### config.mk
export PLATFORM = sky130hd
export DESIGN_NAME = lcd_bus_writer
export DESIGN_NICKNAME = d
export VERILOG_FILES = /design/src/rtl/lcd_bus_writer.sv
export SDC_FILE = /design/constraint.sdc
export NUM_CORES = 1
export LEC_CHECK = 0
export BUFFER_PORTS_ARGS = -buffer_cell sky130_fd_sc_hd__buf_2
export CAP_MARGIN = 20
export CORE_UTILIZATION = 45
export DETAILED_ROUTE_END_ITERATION = 16
export GPL_TIMING_DRIVEN = 0
export HOLD_SLACK_MARGIN = 0.05
export SYNTH_ARGS = -nofsm -noshare
export SYNTH_HDL_FRONTEND = slang
export SYNTH_SLANG_ARGS = --single-unit
### constraint.sdc
create_clock -name CLK -period 3.4 [get_ports CLK]
set_clock_uncertainty 0.2 [all_clocks]
set_input_delay 1.02 -clock CLK [delete_from_list [all_inputs] [get_ports CLK]]
set_output_delay 1.02 -clock CLK [all_outputs]
set_load 0.005 [all_outputs]
### src/rtl/lcd_bus_writer.sv
// HD44780-style LCD bus write engine: one byte per handshake, timed setup/E/hold
// phases, optional 4-bit nibble split and a per-command settle delay.
module lcd_bus_writer #(
    parameter int unsigned CLK_FREQ_HZ = 50000000,
    parameter int unsigned BUS_WIDTH   = 4,
    parameter int unsigned SETUP_US    = 1,
    parameter int unsigned E_PULSE_US  = 3,
    parameter int unsigned HOLD_US     = 1,
    parameter int unsigned DELAY_W     = 21
) (
    input  logic                 CLK,
    input  logic                 RST,
    input  logic                 cmd_valid,
    output logic                 cmd_ready,
    input  logic [7:0]           cmd_data,
    input  logic                 cmd_rs,
    input  logic                 cmd_nibble_only,
    input  logic [DELAY_W-1:0]   cmd_delay,
    output logic [BUS_WIDTH-1:0] LCD_D,
    output logic                 LCD_RS,
    output logic                 LCD_E,
    output logic                 done
);

    localparam int unsigned TUS     = CLK_FREQ_HZ / 1000000;
    localparam int unsigned T_SETUP = SETUP_US * TUS;
    localparam int unsigned T_E     = E_PULSE_US * TUS;
    localparam int unsigned T_HOLD  = HOLD_US * TUS;
    localparam int unsigned T_MAX1  = (T_SETUP > T_E) ? T_SETUP : T_E;
    localparam int unsigned T_MAX   = (T_MAX1 > T_HOLD) ? T_MAX1 : T_HOLD;
    localparam int unsigned T_BITS  = $clog2(T_MAX + 1);
    localparam int unsigned TW      = (T_BITS > DELAY_W) ? T_BITS : DELAY_W;

    if (BUS_WIDTH != 4 && BUS_WIDTH != 8) begin : g_bad_width
        $error("lcd_bus_writer: BUS_WIDTH must be 4 or 8");
    end
    if (T_SETUP == 0 || T_E == 0 || T_HOLD == 0) begin : g_bad_phase
        $error("lcd_bus_writer: every bus phase must be at least one cycle");
    end

    typedef enum logic [2:0] {
        S_IDLE,
        S_SETUP,
        S_E_HIGH,
        S_HOLD,
        S_DELAY,
        S_DONE
    } state_t;

    state_t             state, state_n;
    logic [TW-1:0]      timer, timer_n;
    logic               beat, beat_n;
    logic [7:0]         data_q, data_n;
    logic               rs_q, rs_n;
    logic               two_q, two_n;
    logic [DELAY_W-1:0] delay_q, delay_n;

    logic [BUS_WIDTH-1:0] lcd_d_n;
    logic                 lcd_rs_n, lcd_e_n, done_n, ready_n;
    logic [7:0]           beat_sel;

    // State, timer and captured command
    always_ff @(posedge CLK or posedge RST) begin
        if (RST) begin
            state   <= S_IDLE;
            timer   <= '0;
            beat    <= 1'b0;
            data_q  <= '0;
            rs_q    <= 1'b0;
            two_q   <= 1'b0;
            delay_q <= '0;
        end else begin
            state   <= state_n;
            timer   <= timer_n;
            beat    <= beat_n;
            data_q  <= data_n;
            rs_q    <= rs_n;
            two_q   <= two_n;
            delay_q <= delay_n;
        end
    end

    // Outputs are registered from the next-state decode so they line up with the state
    always_ff @(posedge CLK or posedge RST) begin
        if (RST) begin
            LCD_D     <= '0;
            LCD_RS    <= 1'b0;
            LCD_E     <= 1'b0;
            done      <= 1'b0;
            cmd_ready <= 1'b0;
        end else begin
            LCD_D     <= lcd_d_n;
            LCD_RS    <= lcd_rs_n;
            LCD_E     <= lcd_e_n;
            done      <= done_n;
            cmd_ready <= ready_n;
        end
    end

    always_comb begin
        state_n  = state;
        timer_n  = timer + TW'(1);
        beat_n   = beat;
        data_n   = data_q;
        rs_n     = rs_q;
        two_n    = two_q;
        delay_n  = delay_q;
        lcd_d_n  = '0;
        lcd_rs_n = 1'b0;
        lcd_e_n  = 1'b0;
        done_n   = 1'b0;
        ready_n  = 1'b0;
        beat_sel = 8'h00;

        case (state)
            S_IDLE: begin
                timer_n = '0;
                if (cmd_valid && cmd_ready) begin
                    state_n = S_SETUP;
                    beat_n  = 1'b0;
                    data_n  = cmd_data;
                    rs_n    = cmd_rs;
                    two_n   = (BUS_WIDTH == 4) && !cmd_nibble_only;
                    delay_n = cmd_delay;
                end
            end
            S_SETUP: begin
                if (timer == TW'(T_SETUP - 1)) begin
                    state_n = S_E_HIGH;
                    timer_n = '0;
                end
            end
            S_E_HIGH: begin
                if (timer == TW'(T_E - 1)) begin
                    state_n = S_HOLD;
                    timer_n = '0;
                end
            end
            S_HOLD: begin
                if (timer == TW'(T_HOLD - 1)) begin
                    timer_n = '0;
                    if (two_q && !beat) begin
                        state_n = S_SETUP;
                        beat_n  = 1'b1;
                    end else if (delay_q != '0) begin
                        state_n = S_DELAY;
                    end else begin
                        state_n = S_DONE;
                    end
                end
            end
            S_DELAY: begin
                // timer is at least DELAY_W wide, so the maximum delay counts without wrap
                if (timer == TW'(delay_q - DELAY_W'(1))) begin
                    state_n = S_DONE;
                    timer_n = '0;
                end
            end
            S_DONE: begin
                state_n = S_IDLE;
                timer_n = '0;
            end
            default: begin
                state_n = S_IDLE;
                timer_n = '0;
            end
        endcase

        if (BUS_WIDTH == 8) begin
            beat_sel = data_n;
        end else if (beat_n) begin
            beat_sel = {4'h0, data_n[3:0]};
        end else begin
            beat_sel = {4'h0, data_n[7:4]};
        end

        case (state_n)
            S_SETUP, S_E_HIGH, S_HOLD: begin
                lcd_d_n  = BUS_WIDTH'(beat_sel);
                lcd_rs_n = rs_n;
                lcd_e_n  = (state_n == S_E_HIGH);
            end
            S_DONE:  done_n  = 1'b1;
            S_IDLE:  ready_n = 1'b1;
            default: ;
        endcase
    end

endmodule

==> run_results.csv <==
group,metric,value,unit
run_status,run_status,"finished clean",
pwr,p_leak,1.86,nW
clock_network,clock_latency,0.35,ns
clock_network,cts_tree,"built",
setup_path,startpoint_type,"primary input",
pwr,p_int,1.11,mW
synthesis,synth.avg_cell_area,10.4,µm²
route,vias,2800,
synthesis,async_flop_share,100,%
synthesis,syn-num-nets,386,
synthesis,synth_common_cells,"64 x dfrtp_1, 23 x nor2_1, 22 x nand2_1, 21 x xor2_1, 19 x xnor2_1",
floorplanning,die_area,0.00842,mm²
floorplanning,die_x,91.7,µm
route,wl_per_cell,16.0,µm
synthesis,yosys_warnings,0,
timing,rsz0062_at_grt,"no",
pwr,power_density,346,mW/mm²
setup_path,worstSetupEndpointType,"flop",
setup_path,path_class,"in -> reg",
synthesis,syn_area,0.00362,mm²
timing,worst_slack,0.214,ns
final_layout,diodes,0,
setup_path,crit_required,3.42,ns
floorplanning,ios,42,
synthesis,seq_area_frac_synth,44.2,%
final_layout,area_growth,15.2,%
final_layout,n_fill_cell,731,
clock_network,cts_sinks,64,
place,hpwl,6070,µm
synthesis,synth_seq_cells,64,
synthesis,synthCells,349,
place,place_ws,-0.216,ns
route,drc,0,
route,ant_nets,0,
timing,finalMaxSlewViolations,0,
clock_network,clkTransAtPathRegs,0.08,ns
timing,hold_violations,0,
pwr,combPwrFrac,2.4,%
hold_path,hp-class,"reg -> reg",
clock_network,cts_setup_buffers,0,
floorplanning,die_y,91.7,µm
route,viasPerCell,5.50,
global_routing,antenna_found_initial,0,
timing,period_share,93.7,%
route,dr.first_iter.drc_count,185,
clock_network,clockBufferDepth,2,
final_layout,seq_area,0.00160,mm²
timing,setup_viol,0,
synthesis,synth.distinct_cells,60,
pwr,vdd_drop_max,0.256,mV
global_routing,overflow,0,
synthesis,synth_most_common_cell,"dfrtp_1",
pwr,totalPowerFinal,1.44,mW
pwr,p_sw_share,22.9,%
floorplanning,core_area,0.00777,mm²
setup_path,rrSetupSlack,0.27,ns
timing,hold_slack,0.301,ns
pwr,p_clk_share,44.8,%
timing,tns,0,ns
synthesis,synth_edf_count,0,
global_routing,grt_pass1_vias,2804,
clock_network,cts.repair.resized,0,
timing,relSlewSlack,44.6,%
synthesis,synth.largest_area_cell,"dfrtp_1",
clock_network,cts_made_buffers,9,
global_routing,grt_pass1_wl,13900,µm
timing,fmax,314,MHz
setup_path,cp.arrival,3.21,ns
route,routed_wl,8140,µm
clock_network,htree_levels,3,
floorplanning,core.rowCount,32,
final_layout,drive_above_1_share,23.3,%
clock_network,root_buffer,"clkbuf_8",
clock_network,cts_hold_buffers,0,
route,drtPass1Iterations,4,
final_layout,multi_input_area,0.00188,mm²
job,maxCapViolations,0,
global_routing,grt_use_total,21.3,%
place,gp_congestion,0.815,
pwr,switchingPower,330,µW
synthesis,netlist_top_cells_area,"dfrtp_1 44%, xor2_1 5.1%, mux2_2 4.7%",
timing,fin_crit,3.19,ns
final_layout,layout.nets,439,
synthesis,ys.flop_type,"dfrtp_1",
setup_path,critPathMaxFanout,10,
floorplanning,initial_core_util,46.6,%
timing,worst_pin_slew,0.828,ns
place,port_buffers,41,
synthesis,synth_top_area_share,44.2,%
pwr,power_frac_seq,52.7,%
global_routing,grt_max_degree,36,
[sequential cells by signal, summed over array words and instances (netlist names)]
register / count
beat: 1
data_q: 8
done: 1
cmd_ready: 1
delay_q: 21
LCD_RS: 1
LCD_D: 4
state: 3
timer: 21
LCD_E: 1
two_q: 1
rs_q: 1
[layout make-up]
type | count | share of cell area (%)
multi-input cells | 253 | 45.2
flip-flops and latches | 64 | 38.4
repair buffers | 42 | 5.40
well taps | 102 | 3.06
clock buffers | 9 | 2.97
plain buffers | 22 | 2.40
clock inverters | 7 | 1.74
inverters | 10 | 0.900
[power by group through the flow]
stage	combinational [mW]	clock [mW]	sequential [mW]
6_report	0.0353	0.647	0.761
5_1_grt	0.0411	0.703	0.760
4_1_cts	0.0373	0.667	0.761
3_5_place_dp	0.0375	0	0.776
3_3_place_gp	0.0333	0	0.776
2_1_floorplan	0.0114	0	0.776
[kinds of logic (layout without fill, tap and decap cells)]
| family | after synthesis | count (layout) | share of synthesized area, % |
|---|---|---|---|
| muxes | 31 | 31 | 9.50 |
| xor gates and xnor gates | 41 | 41 | 10.3 |
| AOI/OAI and AO/OA | 39 | 39 | 7.80 |
| DFF | 64 | 64 | 44.2 |
| adders and majority gates | 3 | 3 | 1.04 |
| and+or+nand+nor | 139 | 139 | 23.4 |
| buffers and inverters | 32 | 90 | 3.80 |
[worst max-delay path: stages]
cell	delay (ns)
buf_2	0.07
nand3_1	0.06
nor2_1	0.63
clkbuf_1	0.54
clkbuf_1	0.50
mux2_1	0.38
[worst paths after layout]
| path | depth (start not counted) | to | from |
|---|---|---|---|
| min | 1 | data_q[4]$_DFF_PP0_ | data_q[4]$_DFF_PP0_ |
| max in group asynchronous | 3 | delay_q[10]$_DFFE_PP0P_ | RST |
| min in group asynchronous | 2 | data_q[0]$_DFF_PP0_ | RST |
| max | 6 | delay_q[11]$_DFFE_PP0P_ | cmd_valid |
| max reg2reg | 9 | timer[10]$_DFF_PP0_ | delay_q[8]$_DFFE_PP0P_ |
| min reg2reg | 1 | data_q[4]$_DFF_PP0_ | data_q[4]$_DFF_PP0_ |
[routing by layer]
| layer | part of all wire, % | wire [µm] | track usage [%] |
|---|---|---|---|
| met2 | 49 | 3950 | 35.3 |
| met5 | 0 | 0 | 0 |
| met1 | 46 | 3760 | 27.5 |
| met3 | 3.7 | 300 | 4.06 |
| met4 | 1.6 | 131 | 8.07 |
[layout by cell type, fill, tap and decap left out, types with 6 or more instances in the layout]
master    instances
xnor2_1          19
nor4_1           10
mux2_2           15
nand4_1           7
nor2_1           23
o21ai_0           6
buf_2            43
nand3_1          10
nand2_1          22
mux2_1           12
nor3_1           17
xor2_1           21
inv_1             9
clkbuf_1         18
nor3_2           10
dfrtp_1          64
clkbuf_8          9
[per-stage QoR]
stage               instance area (µm²)  cells  util [%]
finish                             4170    509      53.7
global route                       4170    509      53.7
CTS                                4170    509      53.7
detailed placement                 3980    493      51.2
global placement                   3960    492      50.9
floorplan                          3620    349         -
Power figures use the tool's default switching activity.
